## config.mk

```make
export PLATFORM = sky130hd
export DESIGN_NAME = change_event_arbiter
export DESIGN_NICKNAME = d
export VERILOG_FILES = /design/src/rtl/change_event_pkg.sv /design/src/rtl/change_event_arbiter_rr_pick.sv /design/src/rtl/change_event_arbiter.sv
export SDC_FILE = /design/constraint.sdc
export NUM_CORES = 1
export LEC_CHECK = 0
export ABC_AREA = 1
export CAP_MARGIN = 30
export CORE_MARGIN = 3
export CORE_UTILIZATION = 35
export CTS_CLUSTER_SIZE = 10
export DETAILED_ROUTE_END_ITERATION = 6
export GPL_TIMING_DRIVEN = 0
export MAX_ROUTING_LAYER = met4
export PLACE_DENSITY = 0.6
export SLEW_MARGIN = 20
export SYNTH_ARGS = -nofsm -noshare
export SYNTH_HDL_FRONTEND = slang
export SYNTH_HIERARCHICAL = 1
export SYNTH_SLANG_ARGS = --single-unit
```

## constraint.sdc

```tcl
create_clock -name clk -period 2.7 [get_ports clk]
set_input_delay 0.54 -clock clk [delete_from_list [all_inputs] [get_ports clk]]
set_output_delay 0.54 -clock clk [all_outputs]
set_load 0.01 [all_outputs]
```

## src/rtl/change_event_pkg.sv

```systemverilog
// Shared types and defaults for the change-event arbiter.
package change_event_pkg;

  // Kind of a detected transition on an observed signal.
  typedef enum logic {
    EV_FELL = 1'b0,
    EV_ROSE = 1'b1
  } ev_kind_t;

  // Widest channel index needed for the largest supported N (16).
  localparam int CHAN_W = 4;

  // One event as seen by a consumer.
  typedef struct packed {
    logic [CHAN_W-1:0] chan;
    ev_kind_t          kind;
  } ev_t;

  // Default width of the saturating drop counter.
  localparam int DROP_W_DEFAULT = 8;

endpackage

```

## src/rtl/change_event_arbiter_rr_pick.sv

```systemverilog
// Round-robin picker: lowest requesting index at or above rr, wrapping.
module rr_pick
  import change_event_pkg::*;
#(
  parameter  int N  = 4,
  localparam int IW = $clog2(N)
) (
  input  logic [N-1:0]  req,
  input  logic [IW-1:0] rr,
  output logic [IW-1:0] gnt_idx,
  output logic          any
);

  // Scan from the farthest candidate toward rr so the nearest requester wins.
  always_comb begin
    int idx;
    // NOTE: every output gets a default before the loop; otherwise the
    // no-request path would leave them unassigned and infer latches.
    gnt_idx = '0;
    any     = 1'b0;
    idx     = 0;
    for (int k = N - 1; k >= 0; k--) begin
      idx = int'(rr) + k;
      if (idx >= N) idx = idx - N;
      if (req[idx[IW-1:0]]) begin
        gnt_idx = idx[IW-1:0];
        any     = 1'b1;
      end
    end
  end

endmodule

```

## src/rtl/change_event_arbiter.sv

```systemverilog
// Edge detector with sticky per-channel event flags, handed out one at a
// time through a round-robin arbiter on a valid/ready port.
module change_event_arbiter
  import change_event_pkg::*;
#(
  parameter  int N      = 4,
  parameter  int DROP_W = DROP_W_DEFAULT,
  localparam int IW     = $clog2(N)
) (
  input  logic              clk,
  input  logic              rst,
  input  logic [N-1:0]      sig,
  input  logic [N-1:0]      rose_en,
  input  logic [N-1:0]      fell_en,
  output logic              ev_valid,
  input  logic              ev_ready,
  output logic [IW-1:0]     ev_chan,
  output logic              ev_kind,
  output logic [DROP_W-1:0] drop_cnt,
  output logic              drop_pulse
);

  // Registered state.
  logic [N-1:0]  prev;
  logic          primed;
  logic [N-1:0]  pend_r;
  logic [N-1:0]  pend_f;
  logic [N-1:0]  first;     // 1 = rise arrived first, 0 = fall first
  logic [IW-1:0] rr;

  // Next-state terms.
  logic          hs;
  logic          hold;
  logic [N-1:0]  clr_r, clr_f;
  logic [N-1:0]  det_r, det_f;
  logic [N-1:0]  kept_r, kept_f;
  logic [N-1:0]  pend_r_n, pend_f_n;
  logic [N-1:0]  first_n;
  logic [N-1:0]  req;
  logic [IW-1:0] rr_n;
  logic [IW-1:0] gnt_idx;
  logic          any;
  logic          drop_any;
  ev_kind_t      pick_kind;

  // Detection, flag update, ordering and pointer advance for this edge.
  always_comb begin
    hs   = ev_valid && ev_ready;
    hold = ev_valid && !ev_ready;

    clr_r = '0;
    clr_f = '0;
    if (hs) begin
      if (ev_kind_t'(ev_kind) == EV_ROSE) clr_r[ev_chan] = 1'b1;
      else                                clr_f[ev_chan] = 1'b1;
    end

    // Nothing is detected until prev holds a real sample.
    det_r = primed ? (~prev &  sig & rose_en) : '0;
    det_f = primed ? ( prev & ~sig & fell_en) : '0;

    // A flag that survives this edge and sees a new event loses that event.
    kept_r   = pend_r & ~clr_r;
    kept_f   = pend_f & ~clr_f;
    drop_any = |((det_r & kept_r) | (det_f & kept_f));
    pend_r_n = kept_r | det_r;
    pend_f_n = kept_f | det_f;

    // The kind that survived from before is older than one set on this edge.
    for (int i = 0; i < N; i++) begin
      first_n[i] = first[i];
      if (pend_r_n[i] && pend_f_n[i]) begin
        if (!(kept_r[i] && kept_f[i])) first_n[i] = kept_r[i];
      end else if (pend_r_n[i]) begin
        first_n[i] = 1'b1;
      end else if (pend_f_n[i]) begin
        first_n[i] = 1'b0;
      end
    end

    rr_n = rr;
    if (hs) rr_n = (ev_chan == IW'(N - 1)) ? '0 : ev_chan + 1'b1;

    req = pend_r_n | pend_f_n;
  end

  rr_pick #(.N(N)) u_rr_pick (
    .req     (req),
    .rr      (rr_n),
    .gnt_idx (gnt_idx),
    .any     (any)
  );

  // Kind offered for the winning channel: the older one when both pend.
  always_comb begin
    if (pend_r_n[gnt_idx] && pend_f_n[gnt_idx])
      pick_kind = first_n[gnt_idx] ? EV_ROSE : EV_FELL;
    else if (pend_r_n[gnt_idx])
      pick_kind = EV_ROSE;
    else
      pick_kind = EV_FELL;
  end

  // Past-value sampling, pending flags, order bits and round-robin pointer.
  always_ff @(posedge clk) begin
    // NOTE: registers are written with <= so every flop samples the values
    // from before this edge, independent of statement order.
    if (rst) begin
      prev   <= '0;
      primed <= 1'b0;
      pend_r <= '0;
      pend_f <= '0;
      first  <= '0;
      rr     <= '0;
    end else begin
      prev   <= sig;
      primed <= 1'b1;
      pend_r <= pend_r_n;
      pend_f <= pend_f_n;
      first  <= first_n;
      rr     <= rr_n;
    end
  end

  // Lost-event strobe and saturating counter.
  always_ff @(posedge clk) begin
    if (rst) begin
      drop_pulse <= 1'b0;
      drop_cnt   <= '0;
    end else begin
      drop_pulse <= drop_any;
      if (drop_any && drop_cnt != '1) drop_cnt <= drop_cnt + 1'b1;
    end
  end

  // Offer register: held while stalled, otherwise reloaded from the arbiter.
  always_ff @(posedge clk) begin
    if (rst) begin
      ev_valid <= 1'b0;
      ev_chan  <= '0;
      ev_kind  <= 1'b0;
    end else if (!hold) begin
      ev_valid <= any;
      ev_chan  <= gnt_idx;
      ev_kind  <= pick_kind;
    end
  end

endmodule

```

==> impl_results.md, run 1 <==
* Total Nets Final at 358
* CP peak stage delay at 420 ps
* Crit-path slowest cell: clkdlybuf4s50_1
* Rel. slew slack at 68.90%
* CTS Root Buffer Type: clkbuf_8
* CP arrival at 2620 ps
* Crit. End Element: flip-flop
* Crit share post-route at 90.16%
* Synthesized area at 0.001967 mm²
* Num Clock Sinks at 32
* Asr flop ratio synth at 0%
* Min Clock Period, post-route at 2434 ps
* Synth Flop Type: dfxtp_1
* Synth unique cells at 32
* CTS H-tree depth at 2
* Die area at 0.006555 mm²
* Starting density of the core at 37.32%
* Port bufs at 26
* Synth warn at 6
* Worst skew pair latency at 280 ps
* Largest net degree at the start of global routing at 11
* All-Layer GR Usage at around 15%
* Cell taking the most area after synthesis: dfxtp_1
* Routed Antenna Nets at 0
* Crit path top cell by count: inv_1
* Slew @ Worst Pin at 466.5 ps
* Hold Vio Cnt, Final at 0
* Total gr overflow at 0
* Wirelength, routed at roughly 4.3 mm
* Vias in the first global route at 1669
* CP startpoint kind: input pin
* GPL Wtd Cong at 0.8460
* Row count at 26
* Core Footprint at roughly 0.0053 mm²
* Initial antenna violation count at 0
* Placed Area at 0.002315 mm²
* Achievable Freq at between 0.4 and 0.5 GHz
* Core Util, Final at 46.01%
* Most numerous cell in the Yosys netlist: nand2_1
* PD cells at 574.2 mW/mm²
* P&R area growth vs syn at 23.28%
* Slew Viols, Final at 0
* Final Skew at a little over 7 ps
* Flop2flop setup slack at 280 ps
* Total CTS buffers at 5
* Ant diodes at 0
* Remaining routing DRC violations at 0
* Commonest cells in the netlist: 74 x nand2_1, 45 x inv_1, 37 x nor2_1
* Synth top area share at 32.57%
* Placed wire-length estimate at roughly 3.4 mm
* Via density at 4.525
* DRT iter0 DRCs at 82
* Share of layout cells above drive strength 1 at 16.07%
* Die width at just over 80 µm
* Placed insts at 400
* Die H at 80.97 µm
* Fill count at 576
* Crit path kind: in2reg
* CTS tree: built
* Layout Cells excl Fill at 406
* Mapped Cells at 304
* Clock Path Buffers at 2
* Number of synthesized flops with an enable pin at 0
* Max-Cap Viols at 0
* CTS clock-pin slew for the worst setup and hold paths at 60 ps
* Final instance area at 0.002425 mm²
* Status: finished, final reports clean
* Routed len/inst at 10.60 µm
* Hold_buf cts at 0
* Cells along the critical path: clkdlybuf4s50_1 > inv_1 > nand2_1 > nor2_1 > inv_1 > nand2_1 > inv_1 > nand2_2 > inv_1 > nand2_2 > and2_4 > nand2_2 > nand2_2 > inv_2 > nand3_1 > nand2_4 > inv_1 > nand3_1 > nand3_1 > nand3_1 > nand2_1 > inv_1
* Largest cells by area after synthesis: dfxtp_1 33%, nand2_1 14%, nand3_1 8.7%
* Synthesized flop and latch total at 32
* Hold Path Class: reg2reg
* Hold Slack at around 470 ps
* Worst EP required at about 2900 ps
* Syn nets at 324
* # IOs at 28
* Avg Inst Size Synth at 6.470 µm²
* Crit-path max FO at 8
* First-pass DRT Iterations at 4
* Via count at approximately 1.8k
* Pleak at 1.079 nW
* Register area share after synthesis at between 30% and 40%
* Max VDD drop at 0.0002791 V
* Final setup fails at 0
* First-pass GRT wire length at 7.300 mm
[power breakdown]
part	switching (mW)	internal [mW]	leakage (nW)
sequential	0.0433	0.512	0.263
clock	0.158	0.166	0.0359
combinational	0.307	0.206	0.781
total	0.508	0.884	1.08
[per-layer routing]
metal  vias up  track usage (%)  routed length, µm
li1       1013                -                  -
met1       779            19.12               2090
met2        41            22.82               1915
met3         4            2.661                251
met4         0            5.068                 46
met5         -                -                  0
[through the flow]
step / total power [mW] / setup WS, ps / setup TNS, ps
after global routing: 1.502 / -9.820 / -9.820
after global placement: 1.057 / -682.1 / -1095
after CTS: 1.388 / 130.0 / 0
final: 1.392 / 265.6 / 0
after detailed placement: 1.057 / -676.4 / -1096
after floorplan: 0.9105 / 280.4 / 0
[cell families (layout without fill, tap and decap cells)]
group	count (synthesis)	in the layout	synth area share [%]
XOR/XNOR	6	6	2.672
adder cells (fa/ha/maj)	5	5	3.181
flip-flops	32	32	32.57
buffers and inverters	59	91	12.09
AND/OR/NAND/NOR	176	176	42.24
AO/OA/AOI/OAI	26	26	7.252
[layout make-up]
cell class | count | area, µm² | area share (%)
Clock buffer | 5 | 68.82 | 2.838
Tap cell | 70 | 87.58 | 3.612
Timing Repair Buffer | 28 | 270.3 | 11.15
Sequential cell | 32 | 643.1 | 26.52
Inverter | 53 | 206.4 | 8.514
Multi-Input combinational cell | 213 | 1121 | 46.23
Buffer | 5 | 27.53 | 1.135
[worst max-delay path, delay by kind of cell]
family        cells  cell delay (ps)
simple gates     14             1200
buf+inv           8              860
[worst paths after layout]
kind | cells after the start | endpoint | from
min | 2 | rr[0] | rr[0]
max reg2reg | 24 | ev_kind | ev_chan[1]
min reg2reg | 2 | rr[0] | rr[0]
max | 22 | ev_kind | sig[0]
[cells in the final DEF (no fill, tap or decap), types with 2 or more instances in the layout]
cell type	Yosys	routed
nor2_2	1	5
nand3_2	4	4
a211oi_1	2	2
o21ai_0	6	5
nand2_4	2	3
clkdlybuf4s50_1	0	25
o21ai_2	1	3
inv_2	6	6
nand3b_1	2	2
buf_4	0	2
nor2_4	2	2
nand2_1	74	71
xor2_1	3	3
clkbuf_8	0	5
xnor2_1	3	3
nand4_1	5	5
dfxtp_1	32	30
o21ai_1	3	2
nor2_1	37	33
a21oi_1	13	13
nand2_2	11	13
ha_1	5	4
inv_1	45	45
clkbuf_1	3	2
nand3_1	34	34
dfxtp_2	0	2
[flip-flops by register name, indices dropped and copies added (netlist names)]
register / count
drop_pulse: 1
rr: 2
first: 4
pend_r: 4
ev_chan: 2
primed: 1
drop_cnt: 8
pend_f: 4
ev_valid: 1
ev_kind: 1
prev: 4
[what timing repair did]
action | in CTS | in global routing
setup buffers | 1 | 1
gates cloned | 0 | 0
endpoints found under the hold margin | 0 | 0
endpoints found under the setup margin | 2 | 1
gates resized for setup | 2 | 15
pin swaps | 1 | 1
No activity file was read; power rests on OpenSTA's default activity.
==> run 2, diff against run 1 <==
- CORE_MARGIN: 3 -> unset
- clock period: 2.7 -> 2.8 ns (I/O delays scaled with it)
==> impl_results.md, run 2 (synthesized netlist as in run 1, its figures left out) <==
* Hold Vio Cnt, Final at 0
* Slew @ Worst Pin at 480.8 ps
* Die width at 76.97 µm
* First-pass DRT Iterations at 4
* CTS H-tree depth at 2
* Starting density of the core at 37.32%
* Total Nets Final at 358
* Routed Antenna Nets at 0
* Placed wire-length estimate at 3.378 mm
* Placed Area at 0.002315 mm²
* Commonest non-fill, non-tap cell in the layout: nand2_1
* Wirelength, routed at around 4.4 mm
* Clock Path Buffers at 2
* Rel. slew slack at about two thirds
* Hold Slack at 476.0 ps
* Port bufs at 26
* Worst EP required at between 2000 and 3000 ps
* GPL Wtd Cong at 0.8429
* RSZ-0062 raised after global routing: no
* Commonest non-fill, non-tap cells in the layout: 73 x nand2_1, 45 x inv_1, 34 x nor2_1, 34 x nand3_1, 30 x dfxtp_1
* Largest net degree at the start of global routing at 11
* Num Clock Sinks at 32
* Ant diodes at 0
* Share of layout cells above drive strength 1 at 15.04%
* Total gr overflow at 0
* CTS tree: built
* Max reg flops at 8
* Final instance area at roughly 0.0025 mm²
* Setup ws final at 295.6 ps
* CP startpoint kind: input pin
* First-pass GRT wire length at 7.817 mm
* Crit-path max FO at 8
* Top reg by flops: drop_cnt
* Die area at 0.005924 mm²
* Pleak at 1.102 nW
* Placed insts at 400
* Layout Cells excl Fill at 409
* DRT iter0 DRCs at 70
* All-Layer GR Usage at 16.90%
* Row count at 26
* Post-Place Setup Slack at -621.4 ps
* Crit. End Element: flip-flop
* Slew Viols, Final at 0
* Via density at about 4.6
* CP arrival at 2690 ps
* Crit path kind: in2reg
* Min Clock Period, post-route at between 2000 and 3000 ps
* Status: finished, final reports clean
* Via count at 1886
* Final Skew at 8.500 ps
* Hold Path Class: reg2reg
* P&R area growth vs syn at 25.32%
* Max-Cap Viols at 0
* Remaining routing DRC violations at 0
* # IOs at 28
* Max VDD drop at 0.0002752 V
* Worst skew pair latency at 290 ps
* Die H at between 70 and 80 µm
* PD cells at 596.4 mW/mm²
* CTS clock-pin slew for the worst setup and hold paths at 70 ps
* Final setup fails at 0
* Achievable Freq at 0.3993 GHz
* Crit share post-route at 89.44%
* Vias in the first global route at 1768
* CTS Root Buffer Type: clkbuf_8
* Total CTS buffers at 5
* Routed len/inst at 10.77 µm
* Core Footprint at around 0.0053 mm²
* Initial antenna violation count at 0
==> run 2: layout make-up <==
type,count,area [µm²]
fillers,562,2805
multi-input cells,213,1119
flip-flops and latches,32,643.1
repair buffers,28,274.0
inverters,53,206.4
well taps,70,87.58
clock buffers,6,72.57
clock inverters,2,35.03
plain buffers,5,27.53
==> run 2: worst paths after layout <==
path,slack (ps),end,depth (start not counted),from
hold / removal,480,rr[0],2,rr[0]
setup / recovery,300,ev_kind,20,sig[0]
hold reg to reg,480,rr[0],2,rr[0]
setup reg to reg,340,ev_kind,22,ev_chan[1]
==> run 2: routing by layer <==
| layer | vias up | global-route usage (%) | part of all wire [%] |
|---|---|---|---|
| met3 | 4 | 3.333 | 3.3 |
| met4 | 0 | 4.615 | 0.89 |
| met2 | 28 | 27.23 | 46 |
| met1 | 838 | 21.39 | 50 |
| li1 | 1016 | - | - |
| met5 | - | - | 0 |
==> run 2: where the power goes <==
group | internal, mW | total, mW | switching (mW)
clock network | 0.264 | 0.432 | 0.168
registers | 0.494 | 0.536 | 0.0421
logic | 0.201 | 0.503 | 0.302
==> run 2: stage by stage <==
step / TNS (ps) / util, % / total power [mW]
after floorplan: 0 / - / 0.8779
after detailed placement: -975.0 / 43.92 / 1.022
after global routing: 0 / 46.77 / 1.586
final: 0 / 46.77 / 1.470
after CTS: 0 / 46.15 / 1.460
after global placement: -905.5 / 43.92 / 1.018
==> run 2: timing repair <==
action / 4_1_cts / 5_1_grt
pin swaps: 1 / 1
resized for setup: 3 / 10
setup endpoints to repair: 2 / 1
buffers inserted: 1 / 1
endpoints found under the hold margin: 0 / 0
hold buffers: 0 / 0
==> run 2: worst max-delay path, cell delays in order <==
cell	delay, ps
clkdlybuf4s50_1	480
nand2_1	70
nor2_2	130
inv_1	50
nand2_1	80
inv_1	70
nand2_1	130
nand2_1	70
o21ai_1	120
nand2_1	120
nand3_2	90
nand2_1	50
nand2_1	90
nand2_4	90
inv_1	110
nand3_1	90
nand3_1	110
nand3_1	70
nand2_1	60
inv_1	40
==> run 3, diff against run 2 <==
- CTS_BUF_LIST: unset -> sky130_fd_sc_hd__clkbuf_16
- PLACE_DENSITY: 0.6 -> unset
- PLACE_DENSITY_LB_ADDON: unset -> 0.1
==> impl_results.md, run 3 (synthesized netlist as in run 1, its figures left out) <==
* CP startpoint kind: input pin
* Wirelength, routed at 4.549 mm
* Cells along the critical path: clkdlybuf4s50_1 > inv_1 > nand2_1 > nor2_1 > inv_1 > nand2_1 > inv_1 > nand2_1 > inv_1 > nand2_2 > and2_4 > nand2_2 > nand2_2 > inv_2 > nand2_1 > nand2_1 > nand2_4 > nand3_1 > nand2_1 > nor2_1 > nand3_1 > nand3_1 > nand2_1 > inv_1
* Hold path depth at 2
* Total Nets Final at between 300 and 400
* Delay-heaviest family, CP: simple AND/OR/NAND/NOR gates
* Row count at 26
* Flop2flop setup slack at 330 ps
* PD cells at 623.2 mW/mm²
* Slew Viols, Final at 0
* Setup TNS at 0 ps
* CTS Root Buffer Type: clkbuf_16
* Pleak at 1.116 nW
* Met3 WL at 150 µm
* Register area at 643.1 µm²
* Hold_buf cts at 0
* Clock Path Buffers at 2
* Ant diodes at 0
* CTS H-tree depth at 2
* Worst reg2reg startpoint: ev_chan[0]
* Buf/Inv on CP at 7
* Max VDD drop at 0.0003020 V
* Die width at between 70 and 80 µm
* Num Clock Sinks at 32
* Met2 routed WL at 2.030 mm
* Die area at 0.005924 mm²
* Hold path endpoint: rr[0]
* Hold Path Class: reg2reg
* Fill count at between 500 and 600
* Hold Vio Cnt, Final at 0
* All-Layer GR Usage at around 17%
* Slew @ Worst Pin at around 490 ps
* Hold Path Origin: rr[0]
* Rel. slew slack at between 60 and 70%
* Top reg by flops: drop_cnt
* Crit. End Element: flip-flop
* Hold Slack at 471.0 ps
* Final setup fails at 0
* Initial antenna violation count at 0
* RR Endpoint: ev_kind
* GPL Wtd Cong at 0.8759
* CTS clock-pin slew for the worst setup and hold paths at about 50 ps
* Largest net degree at the start of global routing at 11
* Worst R2R Path Depth at 22
* Crit path kind: in2reg
* Routed len/inst at 11.12 µm
* Total gr overflow at 0
* Area occupied by multi-input gates at around 0.0011 mm²
* Via density at 4.543
* Worst skew pair latency at 270 ps
* Total CTS buffers at 5
* Placed wire-length estimate at between 3 and 4 mm
* Starting density of the core at 37.32%
* Core Footprint at ~0.0053 mm²
* Final Skew at 3.954 ps
* Share of layout cells above drive strength 1 at ~15%
* Crit-path slowest cell: clkdlybuf4s50_1
* # IOs at 28
* WL met1 at 2.270 mm
* Routed Antenna Nets at 0
* First-pass DRT Iterations at 4
* Max-Cap Viols at 0
* Via count at 1858
* First-pass GRT wire length at 7.838 mm
* Die H at 76.97 µm
* Crit share post-route at 90.18%
* Port bufs at 26
* Vias in the first global route at 1724
* Remaining routing DRC violations at 0
* Crit-path max FO at 8
* P&R area growth vs syn at 26.84%
* Worst EP required at 2980 ps
* Max reg flops at 8
* CP peak stage delay at approximately 420 ps
* Min Clock Period, post-route at 2525 ps
* Commonest non-fill, non-tap cells in the layout: 73 x nand2_1, 44 x inv_1, 35 x nor2_1
* Achievable Freq at just under 0.4 GHz
* CTS tree: built
* DR top layer: met4
* Crit path top cell by count: nand2_1
* CP arrival at roughly 2700 ps
* Status: finished, final reports clean
* Final Power at 1.555 mW
* Commonest non-fill, non-tap cell in the layout: nand2_1
* DRT iter0 DRCs at slightly below 80
run 3: cell types whose count changed in the layout (fill, tap and decap cells not counted), sizes merged:
cell / delta
clkbuf: -1
dlygate4sd2: -1
bufinv: -1
clkdlybuf4s15: +1
clkinv: +2
run 3: worst max path at each step:
stage	startpoint	to	slack, ps	depth (start not counted)
after CTS	ev_ready	ev_kind	200	22
after global placement	ev_ready	ev_kind	-630	23
after detailed placement	ev_ready	ev_kind	-610	23
after global routing	sig[2]	ev_kind	-2	20
final	sig[0]	ev_kind	270	24
after floorplan	ev_ready	ev_kind	360	22
run 3: stage by stage:
stage / instances / utilization (%) / setup WS (ps) / area, µm²
after global routing: 409 / 47.34 / -2.048 / 2495
after floorplan: 304 / - / 360.4 / 1967
after global placement: 400 / 43.92 / -632.7 / 2315
final: 409 / 47.34 / 274.9 / 2495
after detailed placement: 400 / 43.92 / -612.9 / 2315
after CTS: 409 / 46.89 / 202.9 / 2471
run 3: cell type report:
type                       count  share of cell area [%]
multi-input combinational    213                   44.73
sequential                    32                   25.78
timing repair buffer          28                   11.03
inverter                      53                   8.275
clock buffer                   5                   5.015
tap                           70                   3.511
buffer                         5                   1.103
clock inverter                 3                  0.5517
run 3: worst min-delay path, stage by stage, from the launching register on:
cell     delay (ps)
dfxtp_1         290
nand2_1          70
a21oi_1          60
run 3: per-layer routing:
metal / vias up / track usage, %
met5: - / -
met4: 0 / 7.115
met3: 8 / 3.214
met2: 29 / 26.70
met1: 805 / 21.71
li1: 1016 / -
run 3: report_power, final:
| group | internal, mW | leakage (nW) | switching (mW) |
|---|---|---|---|
| Clock | 0.322 | 0.0710 | 0.188 |
| Combinational | 0.201 | 0.782 | 0.308 |
| Sequential | 0.494 | 0.263 | 0.0417 |
run 3: repair_timing:
action | in CTS | in global routing
setup endpoints to repair | 2 | 1
pin swaps | 1 | 1
cloned | 0 | 0
resized for setup | 3 | 11
hold endpoints to repair | 0 | 0
setup buffers | 2 | 0
